<file path="src/rtl/oric_sdram_arbiter.sv">
// oric_sdram_arbiter: shares the SDRAM controller toggle port between the Oric CPU and the FDC disk buffer
module oric_sdram_arbiter #(
  parameter logic [23:0] FDC_BASE = 24'h010000,
  parameter int FDC_STARVE = 4
) (
  input  logic        clk_72,
  input  logic        reset,
  input  logic        cpu_cs,
  input  logic        cpu_oe,
  input  logic        cpu_we,
  input  logic [15:0] cpu_a,
  input  logic [7:0]  cpu_d,
  output logic [7:0]  cpu_q,
  input  logic        fdc_req,
  input  logic        fdc_we,
  input  logic [17:0] fdc_a,
  input  logic [7:0]  fdc_d,
  output logic [7:0]  fdc_q,
  output logic        fdc_ack,
  output logic        fdc_overrun,
  output logic        mem_req,
  input  logic        mem_ack,
  output logic [23:0] mem_a,
  output logic [1:0]  mem_ds,
  output logic        mem_we,
  output logic [15:0] mem_d,
  input  logic [15:0] mem_q,
  output logic        busy
);
  localparam logic [3:0] STARVE_MAX = 4'(FDC_STARVE);
  typedef enum logic [1:0] {DRAIN, IDLE, CPU_WAIT, FDC_WAIT} state_t;
  state_t state, state_nx;
  logic mem_req_r = 1'b0;
  logic prev_rd, prev_wr;
  logic [15:0] prev_a;
  logic cpu_pend, fdc_pend;
  logic [15:0] cpu_a_l;
  logic [7:0] cpu_d_l, fdc_d_l;
  logic cpu_we_l, fdc_we_l;
  logic [17:0] fdc_a_l;
  logic [3:0] starve_cnt;
  logic lane_hi;
  logic cpu_rd, cpu_wr, cpu_ev, ack_match, fdc_drop, fdc_win, cpu_win;
  logic g_we, g_a0;
  logic [7:0] g_d, rd_byte;
  assign cpu_rd = cpu_cs & cpu_oe;
  assign cpu_wr = cpu_cs & cpu_we;
  assign cpu_ev = (cpu_rd & ~prev_rd) | (cpu_wr & ~prev_wr) | (cpu_rd & (cpu_a != prev_a));
  assign ack_match = mem_ack == mem_req_r;
  assign fdc_drop = fdc_req & (fdc_pend | (state == FDC_WAIT & ~ack_match));
  assign fdc_win = state == IDLE & fdc_pend & (starve_cnt == STARVE_MAX | ~cpu_pend);
  assign cpu_win = state == IDLE & cpu_pend & ~fdc_win;
  assign g_we = fdc_win ? fdc_we_l : cpu_we_l;
  assign g_a0 = fdc_win ? fdc_a_l[0] : cpu_a_l[0];
  assign g_d = fdc_win ? fdc_d_l : cpu_d_l;
  assign rd_byte = lane_hi ? mem_q[15:8] : mem_q[7:0];
  assign mem_req = mem_req_r;
  assign busy = state != IDLE;
  // State register; reset lands in DRAIN so a stale acknowledge is absorbed
  always_ff @(posedge clk_72)
    state <= reset ? DRAIN : state_nx;
  // Next state: grant from IDLE, every waiting state returns to IDLE on matching ack
  always_comb begin
    state_nx = state;
    if (state == IDLE) state_nx = fdc_win ? FDC_WAIT : cpu_win ? CPU_WAIT : IDLE;
    else if (ack_match) state_nx = IDLE;
  end
  // Strobe history for edge and address-change detection, tracked through reset
  always_ff @(posedge clk_72) begin
    prev_rd <= cpu_rd;
    prev_wr <= cpu_wr;
    prev_a <= cpu_a;
  end
  // Request latches; latest CPU event wins, FDC keeps the first request
  always_ff @(posedge clk_72) begin
    if (cpu_ev) begin
      cpu_a_l <= cpu_a;
      cpu_d_l <= cpu_d;
      cpu_we_l <= cpu_we;
    end
    if (fdc_req & ~fdc_drop) begin
      fdc_a_l <= fdc_a;
      fdc_d_l <= fdc_d;
      fdc_we_l <= fdc_we;
    end
  end
  // Pending flags, overrun flag and FDC starvation counter
  always_ff @(posedge clk_72) begin
    if (reset) begin
      cpu_pend <= 1'b0;
      fdc_pend <= 1'b0;
      fdc_overrun <= 1'b0;
      starve_cnt <= 4'd0;
    end else begin
      cpu_pend <= cpu_ev | (cpu_pend & ~cpu_win);
      fdc_pend <= (fdc_req & ~fdc_drop) | (fdc_pend & ~fdc_win);
      fdc_overrun <= fdc_overrun | fdc_drop;
      starve_cnt <= fdc_win ? 4'd0 :
                    (cpu_win & fdc_pend & starve_cnt != STARVE_MAX) ? starve_cnt + 4'd1 : starve_cnt;
    end
  end
  // Toggle request on every grant; never touched by reset so DRAIN can match the ack
  always_ff @(posedge clk_72)
    mem_req_r <= mem_req_r ^ ((cpu_win | fdc_win) & ~reset);
  // Issue registers held stable for the whole transaction, plus read-data capture
  always_ff @(posedge clk_72) begin
    if (reset) begin
      mem_a <= 24'd0;
      mem_ds <= 2'b11;
      mem_we <= 1'b0;
      mem_d <= 16'd0;
      lane_hi <= 1'b0;
      cpu_q <= 8'd0;
      fdc_q <= 8'd0;
      fdc_ack <= 1'b0;
    end else begin
      fdc_ack <= state == FDC_WAIT & ack_match;
      if (cpu_win | fdc_win) begin
        mem_a <= fdc_win ? FDC_BASE + {6'b0, fdc_a_l} : {8'h00, cpu_a_l};
        mem_ds <= g_we ? (g_a0 ? 2'b10 : 2'b01) : 2'b11;
        mem_we <= g_we;
        mem_d <= {g_d, g_d};
        lane_hi <= g_a0;
      end
      if (state == CPU_WAIT & ack_match & ~mem_we) cpu_q <= rd_byte;
      if (state == FDC_WAIT & ack_match & ~mem_we) fdc_q <= rd_byte;
    end
  end
endmodule
</file>
<file path="config.mk">
export PLATFORM = sky130hd
export DESIGN_NAME = oric_sdram_arbiter
export DESIGN_NICKNAME = d
export VERILOG_FILES = /design/src/rtl/oric_sdram_arbiter.sv
export SDC_FILE = /design/constraint.sdc
export NUM_CORES = 1
export LEC_CHECK = 0
export BUFFER_PORTS_ARGS = -buffer_cell sky130_fd_sc_hd__buf_2
export CAP_MARGIN = 40
export CORE_MARGIN = 2
export CORE_UTILIZATION = 51
export CTS_CLUSTER_DIAMETER = 50
export DETAILED_ROUTE_END_ITERATION = 6
export PLACE_DENSITY = 0.81
export SLEW_MARGIN = 10
export SYNTH_ARGS = -nofsm -noshare
export SYNTH_HDL_FRONTEND = slang
export SYNTH_SLANG_ARGS = --single-unit
</file>
<file path="constraint.sdc">
create_clock -name clk_72 -period 3.1 [get_ports clk_72]
set_input_delay 0.62 -clock clk_72 [delete_from_list [all_inputs] [get_ports clk_72]]
set_output_delay 0.62 -clock clk_72 [all_outputs]
set_load 0.05 [all_outputs]
</file>
== Word level (Yosys, flattened, before mapping) ==
Cells that the tools add are included.

* Add/subtract/negate cells: 2
* Multipliers: 0
* Divide/modulo/power cells: 0
* $lt $le $gt $ge: 0
* Equality and inequality tests: 8
* Shifts and indexed selects: 0
* Muxes and demuxes: 11
* Bitwise gates (word level): 39
* Reductions and logical operators: 2

{| class="wikitable"
|+ Operators with widths
! kind !! count
|-
| $and A1 B1 Y1 || 21
|-
| $add A17 B18 Y19 const A || 1
|-
| $mux W19 || 1
|-
| $mux W8 || 2
|-
| $ne A16 B16 Y1 || 1
|-
| $mux W2 || 6
|-
| $not A1 Y1 || 9
|-
| $or A1 B1 Y1 || 8
|-
| $add A4 B1 Y4 const B || 1
|-
| $eq A2 B2 Y1 const B || 2
|-
| $eq A4 B3 Y1 const B || 1
|-
| $ne A4 B3 Y1 const B || 1
|-
| $eq A2 B1 Y1 const B || 1
|-
| $mux W1 || 2
|-
| $ne A2 B1 Y1 const B || 1
|-
| $reduce_bool A2 Y1 || 1
|-
| $reduce_or A2 Y1 || 1
|-
| $eq A1 B1 Y1 || 1
|-
| $xor A1 B1 Y1 || 1
|}

* Bits in registers: 141
* Latch bits: 0
* Memory bits (writable): 0
* Bits in read-only memories: 0
* Input port bits: 74
* Output and inout bits: 63
* Word-level logic and storage cells: 85
* Memories kept: 0

== Longest topological paths before layout ==
Gate-level depths: netlist (run 1).

* Depth after elaboration: 8
* Depth in mapped cells: 7

== Worst setup path after synthesis (run 1) ==
OpenSTA, ideal clock, no wires.

* Path kind: input -> register
* Start: in cpu_a[8]
* End: reg cpu_a_l[0], enable pin
* Arrival time: 2150 ps
* Data required time: 2685 ps
* Setup slack: 535 ps
* Stages on the path: 4
* Cell sequence: xnor2_1 -> nand4_1 -> nor3_1 -> a21oi_1

* Word-level cells in the longest chain between the ends: 3

{| class="wikitable"
|+ RTL lines
! what !! RTL line !! source
|-
| from (decl) || 11 || <nowiki>input logic [15:0] cpu_a,</nowiki>
|-
| $ne A16 B16 Y1 || 48 || <nowiki>assign cpu_ev = (cpu_rd & ~prev_rd) | (cpu_wr & ~prev_wr) | (cpu_rd & (cpu_a != prev_a));</nowiki>
|-
| $and A1 B1 Y1 || 48 ||
|-
| $or A1 B1 Y1 || 48 ||
|-
| via cpu_ev || 43 || <nowiki>logic cpu_rd, cpu_wr, cpu_ev, ack_match, fdc_drop, fdc_win, cpu_win;</nowiki>
|-
| to (signal assigned) || 77 || <nowiki>cpu_a_l <= cpu_a;</nowiki>
|-
| to (decl) || 37 || <nowiki>logic [15:0] cpu_a_l;</nowiki>
|}

The timed path passes the listed nets, and every way through them passes these cells.
A chain may end at the register's enable or synchronous reset.

== Worst setup path in the final report (run 1) ==
* Start: reg state[1]
* End: out busy

* Word-level cells in the longest chain between the ends: 1

{| class="wikitable"
|+ RTL lines
! what !! RTL line !! source
|-
| from (decl) || 32 || <nowiki>state_t state, state_nx;</nowiki>
|-
| from (signal assigned) || 61 || <nowiki>state <= reset ? DRAIN : state_nx;</nowiki>
|-
| $ne A2 B1 Y1 || 58 || <nowiki>assign busy = state != IDLE;</nowiki>
|-
| to (decl) || 28 || <nowiki>output logic busy</nowiki>
|}

No other way between the ends.

==> results of run 1 <==
-- worst register-to-register path: stages, from the launching register on --
cell and delay [ns]:
dfxtp_1 0.47, and2b_1 0.22, inv_2 0.08, nor2_4 0.31, buf_4 0.29, nor2_1 0.09
a211oi_1 0.31
-- flip-flops by register name, indices dropped and copies added (netlist names), 4 cells and up --
register and cells:
mem_a 19, fdc_a_l 18, cpu_a_l 16, prev_a 16, cpu_d_l 8, cpu_q 8
fdc_d_l 8, fdc_q 8, mem_d 8, starve_cnt 4
-- final cells by class --
type	instances	area, um^2	share of cell area, %
Multi-Input combinational cell	212	1510	24.8
Tap cell	111	139	2.29
Inverter	5	18.8	0.310
Clock inverter	13	189	3.12
Clock buffer	19	432	7.12
Timing Repair Buffer	139	716	11.8
Sequential cell	127	3060	50.5
-- power breakdown --
| group | leakage, nW | total [mW] | internal, mW | switching, mW |
|---|---|---|---|---|
| clock | 0.288 | 2.05 | 1.33 | 0.723 |
| sequential | 1.11 | 2.04 | 1.92 | 0.117 |
| combinational | 1.19 | 1.03 | 0.284 | 0.747 |
| total | 2.59 | 5.12 | 3.53 | 1.59 |
-- worst max-delay path by stage --
stage	to	slack, ns
2_1_floorplan	cpu_a_l[0]$_DFFE_PP_	0.53
3_3_place_gp	cpu_d_l[0]$_DFFE_PP_	0.88
3_5_place_dp	cpu_d_l[1]$_DFFE_PP_	0.80
4_1_cts	busy	0.92
5_1_grt	busy	0.85
6_report	busy	0.94
-- metrics by stage --
stage	power (mW)	setup slack [ns]	utilization, %	area, um^2	hold slack [ns]
2_1_floorplan	2.87	0.535	-	4790	0.462
3_3_place_gp	3.07	0.876	59.5	5440	0.438
3_5_place_dp	3.10	0.802	59.5	5440	0.449
4_1_cts	5.15	0.917	66.2	6060	0.232
5_1_grt	5.30	0.853	66.2	6060	0.228
6_report	5.12	0.944	66.2	6060	0.251
-- cell usage after synthesis, drive strengths merged (2+ instances only) --
master / count / area share [%]
xor2: 3 / 0.71
mux2i: 33 / 6.9
ha: 3 / 0.79
nand2: 6 / 0.47
a211oi: 41 / 6.8
and3b: 3 / 0.58
inv: 5 / 0.39
dfxtp: 75 / 31
nor3b: 2 / 0.31
a21oi: 10 / 1.0
nor3: 4 / 0.65
xnor2: 15 / 2.7
nor2: 50 / 4.2
edfxtp: 52 / 33
nand3b: 2 / 0.31
buf: 24 / 3.9
o31ai: 2 / 0.42
a31oi: 2 / 0.26
clkbuf: 8 / 0.63
o21ai: 5 / 0.60
and2: 3 / 0.39
a22oi: 3 / 0.47
nand4: 6 / 0.79
and3: 3 / 0.39
-- cell families after synthesis --
| family | count (synthesis) | synth area share (%) |
|---|---|---|
| AOI/OAI and AO/OA | 66 | 10.1 |
| xor gates and xnor gates | 18 | 3.46 |
| adders and majority gates | 3 | 0.786 |
| buffers and inverters | 37 | 4.95 |
| DFF | 127 | 64.1 |
| muxes | 33 | 6.91 |
| other | 1 | 0.0785 |
| and+or+nand+nor | 87 | 9.64 |
-- cells in the final DEF, fill, tap and decap left out, types with 2 or more instances in the layout --
master	count
dfxtp_1	75
nand4_1	6
a211oi_1	38
bufinv_16	4
clkbuf_8	2
buf_4	8
ha_1	3
and2_1	3
clkinvlp_4	4
and3_1	3
conb_1	5
nor3_1	3
nand2_1	6
nor2_1	47
buf_2	131
edfxtp_1	52
clkinv_4	4
inv_1	4
a31oi_1	2
o21ai_0	3
a211oi_2	3
a21oi_1	9
mux2i_1	33
nor3b_1	2
clkbuf_16	16
nand3b_1	2
nor2_2	2
xnor2_1	15
and3b_1	2
xor2_1	2
a22oi_1	3
-- routing by layer --
| metal | part of all wire, % | wire length (um) | vias to the layer above | track usage [%] |
|---|---|---|---|---|
| li1 | - | - | 1597 | - |
| met1 | 42 | 4340 | 1591 | 25.4 |
| met2 | 51 | 5290 | 128 | 36.5 |
| met3 | 6.0 | 627 | 16 | 5.76 |
| met4 | 1.4 | 150 | 0 | 8.32 |
| met5 | 0 | 0 | - | 0 |
==> reports/metrics.cfg, run 1 <==
[power_and_ir_drop]
vdd_drop_max_mv = 0.505
p_per_area_nw_per_um2 = 844
leakagePower_nw = 2.59

[floorplan]
initial_utilization_pct = 52.2
die_x_um = 101
core_area_um2 = 9150
die_area_um2 = 10200
die_h_um = 101
row_count = 35
num_io_pins = 137

[hold_path]
min_path_cells = 1
min-delay-start = cpu_a[15]
whs_endpoint = prev_a[15]$_DFF_P_
hold_class = input port to flip-flop

[global_routing]
gr-total-overflow = 0
grt_max_degree = 32
antenna_found_initial = 0
grt_pass1_wl_um = 16400
track_usage_pct = 21.3
first_global_vias = 3411

[finish]
fin_cells = 626
drive_gt1_share_pct = 35.5
syn_to_final_growth_pct = 26.9
fill_cells = 675
antenna_cells = 0
layout.nets = 579

[sta]
setup-violations-final = 0
fmax_mhz = 464
fin_setup_tns_ns = 0
slew_viol_final = 0
fin_crit_ns = 2.16
relSlewSlack_pct = 40.1
rsz0062_at_grt = false
worstMarginPinSlew_ns = 0.894
finalHoldViolCount = 0
finClkSkew_ns = 0.00981
period_share_pct = 69.5

[critical_path]
arrival_ns = 1.54
path_max_fanout = 7
cp.required_ns = 2.48
rr_worst_depth = 6
endpoint_kind = output pin
r2r_start = state[0]$_SDFFE_PP0P_
rrSetupSlack_ns = 1.21
start_kind = flip-flop
slowest_delay_ns = 0.42
r2r_end = mem_d[12]$_SDFFE_PP0P_
critPathLaunch = state[1]$_SDFFE_PP0P_
cp.buffers_inverters = 2
critical_path.cell_chain = and2b_1, inv_2, buf_2
crit_type = flip-flop to output pin
critPathSlowestCell = dfxtp_1
crit_cells = 3
critical-path-top-delay-family = flip-flops

[logic_synthesis]
synth_ff_type = dfxtp_1
synth_seq_cells = 127
synth.distinct_cells = 48
syn-instance-count = 372
async_flop_share_pct = 0
synth_edf_count = 52
synth_warnings = 0
syn_area_um2 = 4780
synth_area_per_cell_um2 = 12.8
seq_area_frac_synth_pct = 64.1

[detailed_routing]
firstDrtPassIters = 4
postRouteAntennaNets = 0
routedWlPerCell_um = 16.6
drc = 0
drt_iter0_drc = 112
vias = 3332
avgViaCountPerCell = 5.32
wl_um = 10400

[placed_design]
numPlacedInstances = 594
numPortBuffers = 131
dp_hpwl_um = 6980
gp_congestion = 0.841

[clock_network]
path_clk_slew_ns = 0.06
ctsHoldBuffers = 0
tritoncts = done
cts_buffers = 17
cts_max_level = 4
cts.sinks = 127
cts_resized = 0
clkLatencyLatePin_ns = 0.51
root_buffer = clkbuf_8
clk_path_buf_depth = 2
cts_setup_buffers = 0

[status]
status = finished, final reports clean

[flow_run]
cap_violations = 0

Power figures use the tool's default switching activity.
==> run 2: changes to the inputs <==
--- a/config.mk
+++ b/config.mk
@@ -8,10 +8,10 @@
 export BUFFER_PORTS_ARGS = -buffer_cell sky130_fd_sc_hd__buf_2
 export CAP_MARGIN = 40
 export CORE_MARGIN = 2
-export CORE_UTILIZATION = 51
+export CORE_UTILIZATION = 46
 export CTS_CLUSTER_DIAMETER = 50
 export DETAILED_ROUTE_END_ITERATION = 6
-export PLACE_DENSITY = 0.81
+export PLACE_DENSITY = 0.77
 export SLEW_MARGIN = 10
 export SYNTH_ARGS = -nofsm -noshare
 export SYNTH_HDL_FRONTEND = slang
==> constraint.sdc (replaced) <==
create_clock -name clk_72 -period 1.94 [get_ports clk_72]
set_input_delay 0.388 -clock clk_72 [delete_from_list [all_inputs] [get_ports clk_72]]
set_output_delay 0.388 -clock clk_72 [all_outputs]
set_load 0.05 [all_outputs]
==> reports/metrics.cfg, run 2 (synthesis gave the netlist of run 1 again) <==
[global_routing]
track_usage_pct = 18.6
grt_pass1_wl_um = 16000
gr-total-overflow = 0
grt_max_degree = 33
first_global_vias = 3418
antenna_found_initial = 0

[clock_network]
cts_buffers = 17
path_clk_slew_ns = 0.06
cts.sinks = 127
tritoncts = done
cts_max_level = 4
root_buffer = clkbuf_8
cts_setup_buffers = 0
clkLatencyLatePin_ns = 0.51
clk_path_buf_depth = 2

[detailed_routing]
avgViaCountPerCell = 4.92
postRouteAntennaNets = 0
wl_um = 9820
routedWlPerCell_um = 14.7
drt_iter0_drc = 164
vias = 3281
firstDrtPassIters = 4
drc = 0

[critical_path]
critPathSlowestCell = dfxtp_1
path_max_fanout = 14
cp.buffers_inverters = 2
arrival_ns = 2.21
critical-path-top-delay-family = flip-flops
r2r_end = mem_a[0]$_SDFFE_PP0P_
rr_worst_depth = 7
endpoint_kind = flip-flop
r2r_start = starve_cnt[0]$_SDFFE_PP0P_
rrSetupSlack_ns = 0.09
cp.required_ns = 2.30
critical_path.cell_chain = inv_1, ha_1, and3b_1, o21ai_4, buf_12, mux2i_1, a211oi_1
slowest_delay_ns = 0.38
start_kind = flip-flop
crit_type = flip-flop to flip-flop

[sta]
finalHoldViolCount = 0
worstMarginPinSlew_ns = 0.692
setup_slack_ns = 0.0917
finClkSkew_ns = 0.00967
period_share_pct = 95.3
fin_crit_ns = 1.85
hold_ws_ns = 0.0246
rsz0062_at_grt = false
relSlewSlack_pct = 53.9
fmax_mhz = 541
slew_viol_final = 0
setup-violations-final = 0

[power_and_ir_drop]
vdd_drop_max_mv = 0.967
p_per_area_nw_per_um2 = 1300
leakagePower_nw = 2.70

[finish]
stdcell_area_um2 = 6320
fin_util_pct = 62.1
syn_to_final_growth_pct = 32.3
largest_register_ff_count = 19
final_common_cell = buf_2
layout.nets = 595
drive_gt1_share_pct = 36.7
largest_register = mem_a
top_regs = mem_a x19, fdc_a_l x18
layout_common_cells = 130 x buf_2, 72 x dfxtp_1, 52 x edfxtp_1
fin_cells = 667
antenna_cells = 0

[flow_run]
cap_violations = 0

[placed_design]
gp_congestion = 0.748
numPortBuffers = 131
pre_cts_ws_ns = -0.0142
postPlaceCellArea_um2 = 5570
dp_hpwl_um = 6860
numPlacedInstances = 624

[floorplan]
core_area_um2 = 10200
die_h_um = 106
die_x_um = 106
row_count = 37
initial_utilization_pct = 46.9
num_io_pins = 137
die_area_um2 = 11200

[hold_path]
hold_class = input port to flip-flop
min_path_cells = 1
whs_endpoint = prev_a[4]$_DFF_P_
min-delay-start = cpu_a[4]

[status]
status = finished, final reports clean

## run 2: changes by cell type in the layout (fill, tap and decap cells not counted), moves of 2 or more
cell,change
dfxtp_1,-3
dlygate4sd3_1,+11
dfxtp_2,+3
buf_4,+2
buf_12,+4
## run 2: stage by stage
stage / total power [mW] / TNS, ns
2_1_floorplan: 4.58 / 0
3_3_place_gp: 4.95 / -0.160
3_5_place_dp: 4.99 / -0.131
4_1_cts: 8.31 / 0
5_1_grt: 8.57 / 0
6_report: 8.24 / 0
## run 2: per-layer routing
metal	vias to the layer above	wire, um	track usage [%]
met2	96	5000	32.0
li1	1629	-	-
met5	-	0	0
met4	0	120	6.48
met3	15	506	5.15
met1	1541	4200	22.4
## run 2: timing repair
action | in CTS | in global routing
gates resized for setup | 1 | 4
setup endpoints to repair | 1 | 27
hold endpoints to repair | 11 | 0
hold buffers | 11 | 0
## run 2: worst reg2reg max path, stage by stage (launching register included)
cell,delay (ns)
dfxtp_1,0.38
inv_1,0.08
ha_1,0.23
and3b_1,0.22
o21ai_4,0.21
buf_12,0.19
mux2i_1,0.29
a211oi_1,0.11
## run 2: power breakdown
part	internal (mW)	switching (mW)	leakage, nW
registers	3.07	0.169	1.12
logic	0.514	1.21	1.29
clock network	2.16	1.12	0.298
total	5.74	2.50	2.70
## run 2: layout make-up
cell class                      instances  area [um^2]
Timing Repair Buffer                  155          916
Clock buffer                           19          442
Tap cell                              136          170
Fill cell                             809         3860
Clock inverter                         13          186
Sequential cell                       127         3070
Inverter                                5         18.8
Multi-Input combinational cell        212         1520
## run 2: how the worst max path moves through the flow
stage,depth (start not counted),slack (ns),from,endpoint
finish,7,0.09,starve_cnt[0]$_SDFFE_PP0P_,mem_a[0]$_SDFFE_PP0P_
global route,3,0.02,mem_req$_DFF_P_,fdc_a_l[9]$_DFFE_PP_
CTS,7,0.04,starve_cnt[0]$_SDFFE_PP0P_,mem_a[10]$_SDFFE_PP0P_
detailed placement,6,-0.01,cpu_a[0],cpu_d_l[0]$_DFFE_PP_
global placement,6,-0.02,cpu_a[0],cpu_d_l[7]$_DFFE_PP_
floorplan,3,0.15,cpu_we,cpu_a_l[0]$_DFFE_PP_
